--- config.mk ---
export PLATFORM = sky130hd
export DESIGN_NAME = ebi_slave_flat
export DESIGN_NICKNAME = d
export VERILOG_FILES = /design/src/rtl/ebi_slave_pkg.sv /design/src/rtl/ebi_slave_if.sv /design/src/rtl/ebi_slave_sync2.sv /design/src/rtl/ebi_slave.sv /design/src/flat_wrapper.sv
export SDC_FILE = /design/constraint.sdc
export NUM_CORES = 1
export LEC_CHECK = 0
export BUFFER_PORTS_ARGS = -buffer_cell sky130_fd_sc_hd__buf_2
export CAP_MARGIN = 25
export CORE_MARGIN = 1
export CORE_UTILIZATION = 52
export DETAILED_ROUTE_END_ITERATION = 10
export GPL_TIMING_DRIVEN = 1
export PLACE_DENSITY = 0.84
export REMOVE_ABC_BUFFERS = 1
export SLEW_MARGIN = 20
export SYNTH_ARGS = -nofsm -noshare
export SYNTH_HDL_FRONTEND = slang
export SYNTH_SLANG_ARGS = --single-unit
--- constraint.sdc ---
create_clock -name clk -period 2.68 [get_ports clk]
set_input_delay 0.536 -clock clk [delete_from_list [all_inputs] [get_ports clk]]
set_output_delay 0.536 -clock clk [all_outputs]
set_load 0.02 [all_outputs]
--- src/rtl/ebi_slave_pkg.sv ---
// Shared definitions for the EBI slave and the register file behind it:
// bus width defaults, FSM state encoding and a saturating counter helper.
package ebi_slave_pkg;

    localparam int EBI_ADDR_WIDTH = 21;
    localparam int EBI_DATA_WIDTH = 16;

    typedef enum logic [2:0] {
        ST_IDLE         = 3'd0,
        ST_WR_PULSE     = 3'd1,
        ST_RD_PULSE     = 3'd2,
        ST_RD_CAPTURE   = 3'd3,
        ST_RD_DRIVE     = 3'd4,
        ST_WAIT_RELEASE = 3'd5
    } ebi_state_t;

    // Increment that sticks at all-ones instead of wrapping.
    function automatic logic [7:0] sat_inc8(input logic [7:0] value);
        return (value == 8'hFF) ? value : value + 8'd1;
    endfunction

endpackage

--- src/rtl/ebi_slave_if.sv ---
// Bundle of the MCU-facing EBI pins and the register-file side port.
interface ebi_slave_if
    import ebi_slave_pkg::*;
#(
    parameter int ADDR_WIDTH = EBI_ADDR_WIDTH,
    parameter int DATA_WIDTH = EBI_DATA_WIDTH
) ();

    logic                  ebi_cs;
    logic                  ebi_wr;
    logic                  ebi_rd;
    logic [ADDR_WIDTH-1:0] ebi_addr;
    logic [DATA_WIDTH-1:0] ebi_data_in;
    logic [DATA_WIDTH-1:0] ebi_data_out;
    logic                  ebi_data_oe;
    logic [ADDR_WIDTH-1:0] reg_addr;
    logic [DATA_WIDTH-1:0] reg_wdata;
    logic                  reg_we;
    logic                  reg_re;
    logic [DATA_WIDTH-1:0] reg_rdata;
    logic [7:0]            err_count;

    modport slave (
        input  ebi_cs, ebi_wr, ebi_rd, ebi_addr, ebi_data_in, reg_rdata,
        output ebi_data_out, ebi_data_oe, reg_addr, reg_wdata, reg_we, reg_re, err_count
    );

    modport master (
        output ebi_cs, ebi_wr, ebi_rd, ebi_addr, ebi_data_in, reg_rdata,
        input  ebi_data_out, ebi_data_oe, reg_addr, reg_wdata, reg_we, reg_re, err_count
    );

endinterface

--- src/rtl/ebi_slave_sync2.sv ---
// sync2: single-bit two-flop synchronizer for the asynchronous EBI strobes.
module ebi_slave_sync2 (
    input  logic clk,
    input  logic rst_n,
    input  logic i_d,
    output logic o_q
);

    logic r_meta;
    logic r_sync;

    // Two back-to-back flops; the first may go metastable, the second settles it.
    always_ff @(posedge clk or negedge rst_n) begin
        if (!rst_n) begin
            r_meta <= 1'b0;
            r_sync <= 1'b0;
        end else begin
            r_meta <= i_d;
            r_sync <= r_meta;
        end
    end

    assign o_q = r_sync;

endmodule

--- src/rtl/ebi_slave.sv ---
// EBI slave: turns asynchronous MCU chip-select/strobe cycles into single
// register-file read/write pulses and drives read data back to the pad.
module ebi_slave
    import ebi_slave_pkg::*;
#(
    parameter int ADDR_WIDTH = EBI_ADDR_WIDTH,
    parameter int DATA_WIDTH = EBI_DATA_WIDTH
) (
    input  logic     clk,
    input  logic     reset,
    ebi_slave_if.slave bus
);

    logic w_cs, w_wr, w_rd;

    ebi_slave_sync2 u_sync2_cs (.clk(clk), .rst_n(reset), .i_d(bus.ebi_cs), .o_q(w_cs));
    ebi_slave_sync2 u_sync2_wr (.clk(clk), .rst_n(reset), .i_d(bus.ebi_wr), .o_q(w_wr));
    ebi_slave_sync2 u_sync2_rd (.clk(clk), .rst_n(reset), .i_d(bus.ebi_rd), .o_q(w_rd));

    ebi_state_t            r_state, w_next_state;
    logic                  r_we, r_re, r_oe, r_stb_d;
    logic [1:0]            r_warm;
    logic [ADDR_WIDTH-1:0] r_addr;
    logic [DATA_WIDTH-1:0] r_wdata;
    logic [DATA_WIDTH-1:0] r_dout;
    logic [7:0]            r_err;

    logic w_we, w_re, w_oe, w_load_addr, w_load_wdata, w_capture, w_err_inc;
    logic w_stray;

    // A strobe edge seen while chip select is low is a protocol violation.
    assign w_stray = (w_wr | w_rd) & ~r_stb_d & ~w_cs;

    // Next-state and next-output decode. r_warm keeps the FSM quiet until the
    // synchronizers reflect the real pins after reset; the first look at cs
    // then parks in WAIT_RELEASE if a cycle was already in flight.
    always_comb begin
        w_next_state = r_state;
        w_we         = 1'b0;
        w_re         = 1'b0;
        w_oe         = 1'b0;
        w_load_addr  = 1'b0;
        w_load_wdata = 1'b0;
        w_capture    = 1'b0;
        w_err_inc    = w_stray;
        case (r_state)
            ST_IDLE: begin
                if (r_warm == 2'd2) begin
                    if (w_cs) w_next_state = ST_WAIT_RELEASE;
                end else if (r_warm == 2'd3) begin
                    if (w_cs && w_wr) begin
                        w_next_state = ST_WR_PULSE;
                        w_we         = 1'b1;
                        w_load_addr  = 1'b1;
                        w_load_wdata = 1'b1;
                        if (w_rd) w_err_inc = 1'b1;
                    end else if (w_cs && w_rd) begin
                        w_next_state = ST_RD_PULSE;
                        w_re         = 1'b1;
                        w_load_addr  = 1'b1;
                    end
                end
            end
            ST_WR_PULSE:   w_next_state = ST_WAIT_RELEASE;
            ST_RD_PULSE:   w_next_state = ST_RD_CAPTURE;
            ST_RD_CAPTURE: begin
                w_next_state = ST_RD_DRIVE;
                w_capture    = 1'b1;
                w_oe         = 1'b1;
            end
            ST_RD_DRIVE: begin
                if (w_cs && w_rd) begin
                    w_oe = 1'b1;
                end else begin
                    // Still-selected but rd dropped: wait out cs so a second
                    // rd under the same cs cannot start another read.
                    w_next_state = w_cs ? ST_WAIT_RELEASE : ST_IDLE;
                end
            end
            ST_WAIT_RELEASE: begin
                if (!w_cs) w_next_state = ST_IDLE;
            end
            default: w_next_state = ST_IDLE;
        endcase
    end

    // State, pulse and data registers; every output comes straight from here.
    always_ff @(posedge clk or negedge reset) begin
        if (!reset) begin
            r_state <= ST_IDLE;
            r_we    <= 1'b0;
            r_re    <= 1'b0;
            r_oe    <= 1'b0;
            r_stb_d <= 1'b0;
            r_warm  <= 2'd0;
            r_addr  <= '0;
            r_wdata <= '0;
            r_dout  <= '0;
            r_err   <= 8'd0;
        end else begin
            r_state <= w_next_state;
            r_we    <= w_we;
            r_re    <= w_re;
            r_oe    <= w_oe;
            r_stb_d <= w_wr | w_rd;
            if (r_warm != 2'd3) r_warm <= r_warm + 2'd1;
            if (w_load_addr)    r_addr  <= bus.ebi_addr;
            if (w_load_wdata)   r_wdata <= bus.ebi_data_in;
            if (w_capture)      r_dout  <= bus.reg_rdata;
            if (w_err_inc)      r_err   <= sat_inc8(r_err);
        end
    end

    assign bus.reg_we       = r_we;
    assign bus.reg_re       = r_re;
    assign bus.reg_addr     = r_addr;
    assign bus.reg_wdata    = r_wdata;
    assign bus.ebi_data_out = r_dout;
    assign bus.ebi_data_oe  = r_oe;
    assign bus.err_count    = r_err;

endmodule

--- src/flat_wrapper.sv ---
// flat-port wrapper written by rule: the top's interface ports become plain ports
module ebi_slave_flat import ebi_slave_pkg::*;
#(
    parameter int ADDR_WIDTH = EBI_ADDR_WIDTH,
    parameter int DATA_WIDTH = EBI_DATA_WIDTH
)
  (clk, reset, bus_ebi_cs, bus_ebi_wr, bus_ebi_rd, bus_ebi_addr, bus_ebi_data_in, bus_reg_rdata, bus_ebi_data_out, bus_ebi_data_oe, bus_reg_addr, bus_reg_wdata, bus_reg_we, bus_reg_re, bus_err_count);
  ebi_slave_if #(.ADDR_WIDTH(ADDR_WIDTH), .DATA_WIDTH(DATA_WIDTH)) bus_i ();
  input  logic clk;
  input  logic reset;
  input wire logic [$bits(bus_i.ebi_cs)-1:0] bus_ebi_cs;
  input wire logic [$bits(bus_i.ebi_wr)-1:0] bus_ebi_wr;
  input wire logic [$bits(bus_i.ebi_rd)-1:0] bus_ebi_rd;
  input wire logic [$bits(bus_i.ebi_addr)-1:0] bus_ebi_addr;
  input wire logic [$bits(bus_i.ebi_data_in)-1:0] bus_ebi_data_in;
  input wire logic [$bits(bus_i.reg_rdata)-1:0] bus_reg_rdata;
  output wire logic [$bits(bus_i.ebi_data_out)-1:0] bus_ebi_data_out;
  output wire logic [$bits(bus_i.ebi_data_oe)-1:0] bus_ebi_data_oe;
  output wire logic [$bits(bus_i.reg_addr)-1:0] bus_reg_addr;
  output wire logic [$bits(bus_i.reg_wdata)-1:0] bus_reg_wdata;
  output wire logic [$bits(bus_i.reg_we)-1:0] bus_reg_we;
  output wire logic [$bits(bus_i.reg_re)-1:0] bus_reg_re;
  output wire logic [$bits(bus_i.err_count)-1:0] bus_err_count;
  assign bus_i.ebi_cs = bus_ebi_cs;
  assign bus_i.ebi_wr = bus_ebi_wr;
  assign bus_i.ebi_rd = bus_ebi_rd;
  assign bus_i.ebi_addr = bus_ebi_addr;
  assign bus_i.ebi_data_in = bus_ebi_data_in;
  assign bus_i.reg_rdata = bus_reg_rdata;
  assign bus_ebi_data_out = bus_i.ebi_data_out;
  assign bus_ebi_data_oe = bus_i.ebi_data_oe;
  assign bus_reg_addr = bus_i.reg_addr;
  assign bus_reg_wdata = bus_i.reg_wdata;
  assign bus_reg_we = bus_i.reg_we;
  assign bus_reg_re = bus_i.reg_re;
  assign bus_err_count = bus_i.err_count;
  ebi_slave #(.ADDR_WIDTH(ADDR_WIDTH), .DATA_WIDTH(DATA_WIDTH)) u_core (.clk(clk), .reset(reset), .bus(bus_i));
endmodule
==> results of run 1 <==
final cells by class:
cell class / count / area, um2
flip-flops and latches: 76 / 1900
fillers: 402 / 1660
multi-input cells: 109 / 1130
repair buffers: 124 / 651
clock buffers: 12 / 155
well taps: 72 / 90.1
clock inverters: 4 / 47.5
inverters: 4 / 15.0
power by group:
part	total, uW	switching [uW]	internal [uW]
Clock	867	388	479
Combinational	1910	1030	876
Sequential	1930	311	1620
Total	4710	1730	2980
per-layer routing:
layer	GRT usage	part of all wire	wire [um]	vias to the layer above
li1	-	-	-	949
met5	0	0	0	-
met2	0.315	0.49	2780	84
met4	0.0764	0.014	80	0
met3	0.0354	0.064	361	10
met1	0.252	0.43	2440	1007
logic make-up (layout without fill, tap and decap cells):
| logic type | Yosys count | after routing |
|---|---|---|
| AO/OA/AOI/OAI | 17 | 17 |
| XOR/XNOR | 5 | 5 |
| adder cells (fa/ha/maj) | 3 | 3 |
| buffers and inverters | 12 | 144 |
| flip-flops | 76 | 76 |
| multiplexers | 55 | 55 |
| AND/OR/NAND/NOR | 29 | 29 |
per-stage QoR:
| step | cells | hold slack (ps) | worst slack, ps | cell area [um2] |
|---|---|---|---|---|
| floorplan | 189 | 240 | 582 | 3040 |
| global placement | 384 | 333 | 654 | 3760 |
| detailed placement | 384 | 336 | 614 | 3760 |
| CTS | 400 | 297 | 597 | 3960 |
| global route | 401 | 62.1 | 435 | 3990 |
| finish | 401 | 67.8 | 630 | 3990 |
worst max-delay path by stage:
| stage | slack, ps | cells after the start | startpoint | to |
|---|---|---|---|---|
| 3_5_place_dp | 610 | 7 | u_core.r_warm[0]$_DFFE_PN0P_ | u_core.bus.reg_addr[20]$_DFFE_PN0P_ |
| 5_1_grt | 430 | 7 | u_core.r_warm[0]$_DFFE_PN0P_ | u_core.bus.reg_addr[20]$_DFFE_PN0P_ |
| 6_report | 630 | 7 | u_core.r_warm[0]$_DFFE_PN0P_ | u_core.bus.reg_addr[20]$_DFFE_PN0P_ |
| 2_1_floorplan | 580 | 6 | u_core.r_warm[0]$_DFFE_PN0P_ | u_core.bus.reg_addr[20]$_DFFE_PN0P_ |
| 4_1_cts | 600 | 7 | u_core.r_warm[0]$_DFFE_PN0P_ | u_core.bus.reg_addr[20]$_DFFE_PN0P_ |
| 3_3_place_gp | 650 | 7 | u_core.r_warm[0]$_DFFE_PN0P_ | u_core.bus.reg_addr[20]$_DFFE_PN0P_ |
worst max-delay path, delay by kind of cell, from the launching register on:
family	cells	cell delay (ps)
fa+ha+maj	1	240
flops	1	390
buf+inv	2	400
simple gates	3	530
mux	1	380
registers in the layout, indices dropped and copies added (netlist names), 2 cells and up:
signal	count
u_core.r_warm	2
u_core.bus.ebi_data_out	16
u_core.bus.reg_wdata	16
u_core.r_state	3
u_core.bus.err_count	8
u_core.bus.reg_addr	21
synthesized netlist by cell type (2+ instances only):
cell	count	area, um2
nor2_1	3	11.3
mux2_1	10	113
ha_1	3	37.5
mux2_4	20	300
a2bb2oi_1	2	17.5
buf_2	3	15.0
a21boi_0	2	15.0
xor2_1	4	35.0
dfrtp_1	76	1900
nand3_1	3	15.0
inv_1	4	15.0
nand2_1	6	22.5
buf_12	2	40.0
a211oi_2	4	50.1
o21ai_0	2	10.0
and2_1	2	12.5
and3_1	4	25.0
mux2_2	25	282
==> summary.txt, run 1 <==
Run status
  – Status: finished clean

Timing
  – Unrepaired setup endpoints after global routing: false
  – Max_slew headroom: 0.478
  – Final hold violations: 0
  – Pins Over Slew Limit: 0
  – Crit path time final: a little over 2000 ps
  – Final-report setup violation count: 0
  – Slew @ Worst Pin: 780 ps
  – F_max: ~490 MHz
  – Final period utilization: 0.765
  – Skew final: 9.40 ps
  – Sum of negative setup slack: 0 ps

Worst setup path
  – Reg2Reg Setup Slack: about 630 ps
  – FF-to-FF path depth: 7
  – Max Fanout on Critical Path: 21
  – Kind of end point of the critical path: register
  – Worst Path Class, Setup: reg2reg
  – CP max stage cell: dfrtp_1
  – Crit path cell chain: inv_1 > ha_1 > nor4_4 > nand3_2 > nor2_4 > buf_4 > mux2_2
  – Arr. time, crit path: about 2300 ps
  – End of the worst register-to-register path: u_core.bus.reg_addr[20]$_DFFE_PN0P_
  – CP max stage delay: 390 ps
  – Critical Path Source Type: register
  – Crit Reg-Reg Startpoint: u_core.r_warm[0]$_DFFE_PN0P_
  – Critical Path RT: 2900 ps

Placement
  – Dpl hpwl: between 4 and 5 mm
  – GP Congestion: 0.758
  – Number of port buffers: between 100 and 150

Final layout
  – N_diodes: 0
  – Share of post-route cells with drive strength above 1: 0.590
  – Area grow syn2layout: 27.3%
  – Commonest non-fill, non-tap cell in the layout: buf_2
  – Most frequent cells in the layout: buf_2 (120), dfrtp_1 (76), mux2_2 (25), mux2_4 (20), clkbuf_8 (11)
  – Final Core Density: 0.707
  – Final nets: between 300 and 400

Logic synthesis
  – #FFs+latches synth: 76
  – Post-synthesis cell area: ~3100 um2
  – Synth unique cells: 40
  – Simple-Gate Fraction of Synth Area: 0.0619
  – Largest family of logic cells by synthesized area: multiplexers
  – Register area share after synthesis: 0.607
  – Post-synthesis mux area share: 0.222
  – Post-synth EDFFs: 0
  – Post-Syn Area per Cell: 15.9 um2
  – Cells after Synth: between 150 and 200
  – Ys Warns: 0
  – Xor/xnor cell area share of the yosys netlist: 0.0140
  – Asr flop ratio synth: 1.00
  – Synth Area in Compound Gates: 0.0499
  – Adder-Cell Fraction of Synth Area: 0.0120
  – Synth Flop Type: dfrtp_1

Hold path
  – Hold Path Class: in2async

Power and ir drop
  – Peak VDD IR: roughly 0.65 mV
  – Total power: 4710 uW
  – Pwr dens: around 1200 nW/um2
  – Static leakage: roughly 0.002 uW

Drt
  – Via-to-Cell Ratio: 5.11
  – Routed Antenna Nets: 0
  – Via count: between 2000 and 2500
  – # DRC: 0
  – Drt pass-1 iters: 4
  – Iteration-0 DRC Markers: 85
  – Total Routed Length: 5.66 mm
  – DR WL/cell: approximately 14 um

Floorplanning
  – Die width: roughly 80 um
  – Die Footprint: approximately 6300 um2
  – Initial Util: 0.555
  – Die Y: 79.6 um
  – CORE AREA: between 5000 and 6000 um2
  – I/O pin total: 122
  – Row cnt: 27

CTS
  – Hold-fix buffers, CTS: 0
  – CTS sink cnt: 76
  – Clk Latency, worst-skew pair: approximately 330 ps
  – Htree depth: 3
  – Cts repair resizes: 0
  – CTS tree: yes
  – Maximum clock insertion buffer count: 2
  – Clk slew on worst S/H paths: roughly 80 ps
  – Clock buffer count from CTS: 9
  – Root Driver: clkbuf_8
  – Number of post-CTS setup repair buffers: 0

GRT
  – Vias in the first global route: 2071
  – Tot GR Track Use: 0.192
  – Initial antenna violation count: 0
  – Pin count of the biggest net entering global routing: 77
  – First-pass GRT wire length: a little over 9 mm
  – Total congestion overflow: 0

Run
  – Max Cap Violations: 0
Power figures use the tool's default switching activity.
==> run 2: changes to the inputs <==
--- a/config.mk
+++ b/config.mk
@@ -8,10 +8,10 @@
 export BUFFER_PORTS_ARGS = -buffer_cell sky130_fd_sc_hd__buf_2
 export CAP_MARGIN = 25
 export CORE_MARGIN = 1
-export CORE_UTILIZATION = 52
+export CORE_UTILIZATION = 48
 export DETAILED_ROUTE_END_ITERATION = 10
 export GPL_TIMING_DRIVEN = 1
-export PLACE_DENSITY = 0.84
+export PLACE_DENSITY = 0.79
 export REMOVE_ABC_BUFFERS = 1
 export SLEW_MARGIN = 20
 export SYNTH_ARGS = -nofsm -noshare
==> constraint.sdc (replaced) <==
create_clock -name clk -period 1.9 [get_ports clk]
set_input_delay 0.38 -clock clk [delete_from_list [all_inputs] [get_ports clk]]
set_output_delay 0.38 -clock clk [all_outputs]
set_load 0.02 [all_outputs]
==> summary.txt, run 2 (same netlist as run 1, synthesis figures left out) <==
Run status
  – Status: complete, but fails checks
  – Violated checks: negative setup slack

Worst setup path
  – Critical Path Source Type: register
  – Max Fanout on Critical Path: 3 (-86%)
  – CP max stage cell: dfrtp_1
  – Arr. time, crit path: 2110 ps (-160 ps)
  – Kind of end point of the critical path: register
  – CP max stage delay: 430 ps (+40 ps)
  – Crit path cell chain: ha_4 > nor4_4 > buf_4 > buf_6 > nand3_4 > a211oi_2 > mux2_1
  – Worst Path Class, Setup: reg2reg
  – Critical Path RT: 2110 ps (-790 ps)

Final layout
  – Filler Cells Inserted: 501 (+25%)
  – Share of post-route cells with drive strength above 1: 0.621 (+0.0310)
  – Final nets: 404 (+4.9%)
  – Final Core Density: 0.669 (-0.0373)
  – Register Area: 1900 um2 (unchanged)
  – Max reg flops: 21 (unchanged)
  – Multi-input logic area: 1150 um2 (+2.2%)
  – Commonest non-fill, non-tap cell in the layout: buf_2
  – N_diodes: 0 (unchanged)
  – Finished Layout Cells: 425 (+6.0%)
  – Most frequent cells in the layout: buf_2 (120), dfrtp_1 (76), mux2_2 (24), mux2_4 (21), buf_4 (14)
  – Area grow syn2layout: 34.9%

Drt
  – Drt pass-1 iters: 5 (+1)
  – Iteration-0 DRC Markers: 68 (-20%)
  – Routed Antenna Nets: 0 (unchanged)
  – # DRC: 0 (unchanged)
  – Total Routed Length: 6.04 mm (+6.6%)
  – Via-to-Cell Ratio: 4.93 (-3.6%)
  – DR WL/cell: 14.2 um (+0.55%)
  – Via count: 2094 (+2.1%)

Timing
  – Final period utilization: 1.00 (+0.235)
  – Crit path time final: 1900 ps (-149 ps)
  – Unrepaired setup endpoints after global routing: true
  – Final-report setup violation count: 1 (+1)
  – Setup ws final: -0.435 ps (-631 ps)
  – Final hold slack: 153 ps (+85.5 ps)
  – Max_slew headroom: 0.717 (+0.239)
  – Pins Over Slew Limit: 0 (unchanged)
  – F_max: 526 MHz (+7.9%)
  – Sum of negative setup slack: -0.435 ps (-0.435 ps)
  – Final hold violations: 0 (unchanged)
  – Skew final: 11.9 ps (+2.52 ps)
  – Slew @ Worst Pin: 424 ps (-356 ps)

CTS
  – Maximum clock insertion buffer count: 2 (unchanged)
  – Root Driver: clkbuf_8
  – CTS sink cnt: 76 (unchanged)
  – Clock buffer count from CTS: 9 (unchanged)
  – Clk slew on worst S/H paths: 80 ps (about the same)
  – Htree depth: 3 (unchanged)
  – CTS tree: yes
  – Clk Latency, worst-skew pair: 340 ps (about the same)

Run
  – Max Cap Violations: 0 (unchanged)

GRT
  – Vias in the first global route: 2010 (-2.9%)
  – Pin count of the biggest net entering global routing: 35 (-55%)
  – Initial antenna violation count: 0 (unchanged)
  – Total congestion overflow: 0 (unchanged)
  – Tot GR Track Use: 0.179 (-0.0134)
  – First-pass GRT wire length: 8.97 mm (-4.1%)

Hold path
  – Hold Path Class: in2reg

Floorplanning
  – Die Y: 82.8 um (+4.0%)
  – Initial Util: 0.496 (-0.0591)
  – I/O pin total: 122 (unchanged)
  – Die Footprint: 6850 um2 (+8.1%)
  – CORE AREA: 6310 um2 (+12%)
  – Row cnt: 29 (+7.4%)
  – Die width: 82.8 um (+4.0%)

Placement
  – GP Congestion: 0.878 (+16%)
  – Number of port buffers: 121 (unchanged)
  – Dpl hpwl: 4.32 mm (+7.7%)
  – Placed cells: 402 (+4.7%)
  – Place WS: 44.9 ps (-569 ps)

Power and ir drop
  – Peak VDD IR: 1.14 mV (+76%)
  – Static leakage: 0.00210 uW (+5.3%)
  – Pwr dens: 1620 nW/um2 (+37%)
run 2: cell count changes in the layout (fill, tap and decap cells not counted), sizes merged:
cell and delta:
dlygate4sd3 +1, buf +16, clkinv +2
run 2: path summary, 6_finish.rpt:
check	startpoint	endpoint	slack (ps)	cells after the start
min in group asynchronous	reset	u_core.bus.reg_wdata[8]$_DFFE_PN0P_	530	2
setup reg to reg	u_core.r_warm[1]$_DFFE_PN0P_	u_core.bus.err_count[6]$_DFFE_PN0P_	-0.4	7
setup / recovery	u_core.r_warm[1]$_DFFE_PN0P_	u_core.bus.err_count[6]$_DFFE_PN0P_	-0.4	7
hold / removal	bus_ebi_rd	u_core.u_sync2_rd.r_meta$_DFF_PN0_	150	1
max in group asynchronous	reset	u_core.bus.reg_addr[6]$_DFFE_PN0P_	690	3
hold reg to reg	u_core.u_sync2_cs.r_meta$_DFF_PN0_	u_core.u_sync2_cs.o_q$_DFF_PN0_	350	0
run 2: routing by layer:
layer,track usage,vias up,part of all wire
met3,0.0470,6,0.053
met2,0.298,74,0.52
met4,0.0776,0,0.0088
met5,0,-,0
li1,-,997,-
met1,0.219,1017,0.41
run 2: report_power, final:
group / internal, uW / switching, uW
Combinational: 1430 / 1550
Clock: 607 / 570
Sequential: 2290 / 386
Total: 4330 / 2510
run 2: final cells by class:
type	count	share of cell area
Clock buffer	10	0.0302
Inverter	4	0.00355
Tap cell	77	0.0228
Multi-Input combinational cell	109	0.272
Timing Repair Buffer	143	0.206
Sequential cell	76	0.450
Clock inverter	6	0.0154
run 2: timing repair:
action / in CTS / in global routing
endpoints found under the hold margin: 32 / 0
gates resized for setup: 0 / 9
setup endpoints to repair: 0 / 26
buffers inserted: 0 / 4
hold buffers: 1 / 0
run 2: worst max-delay path: cells and delay by family (launching register included):
family	cells	cell delay, ps
compound gates	1	200
fa+ha+maj	1	200
buf+inv	2	270
flops	1	430
mux	1	340
simple gates	2	330
run 2: per-stage QoR:
step / cell area, um2 / total power [uW]
2_1_floorplan: 3040 / 4490
5_1_grt: 4230 / 7250
4_1_cts: 4100 / 6780
3_5_place_dp: 3900 / 5580
3_3_place_gp: 3900 / 5480
6_report: 4230 / 6830
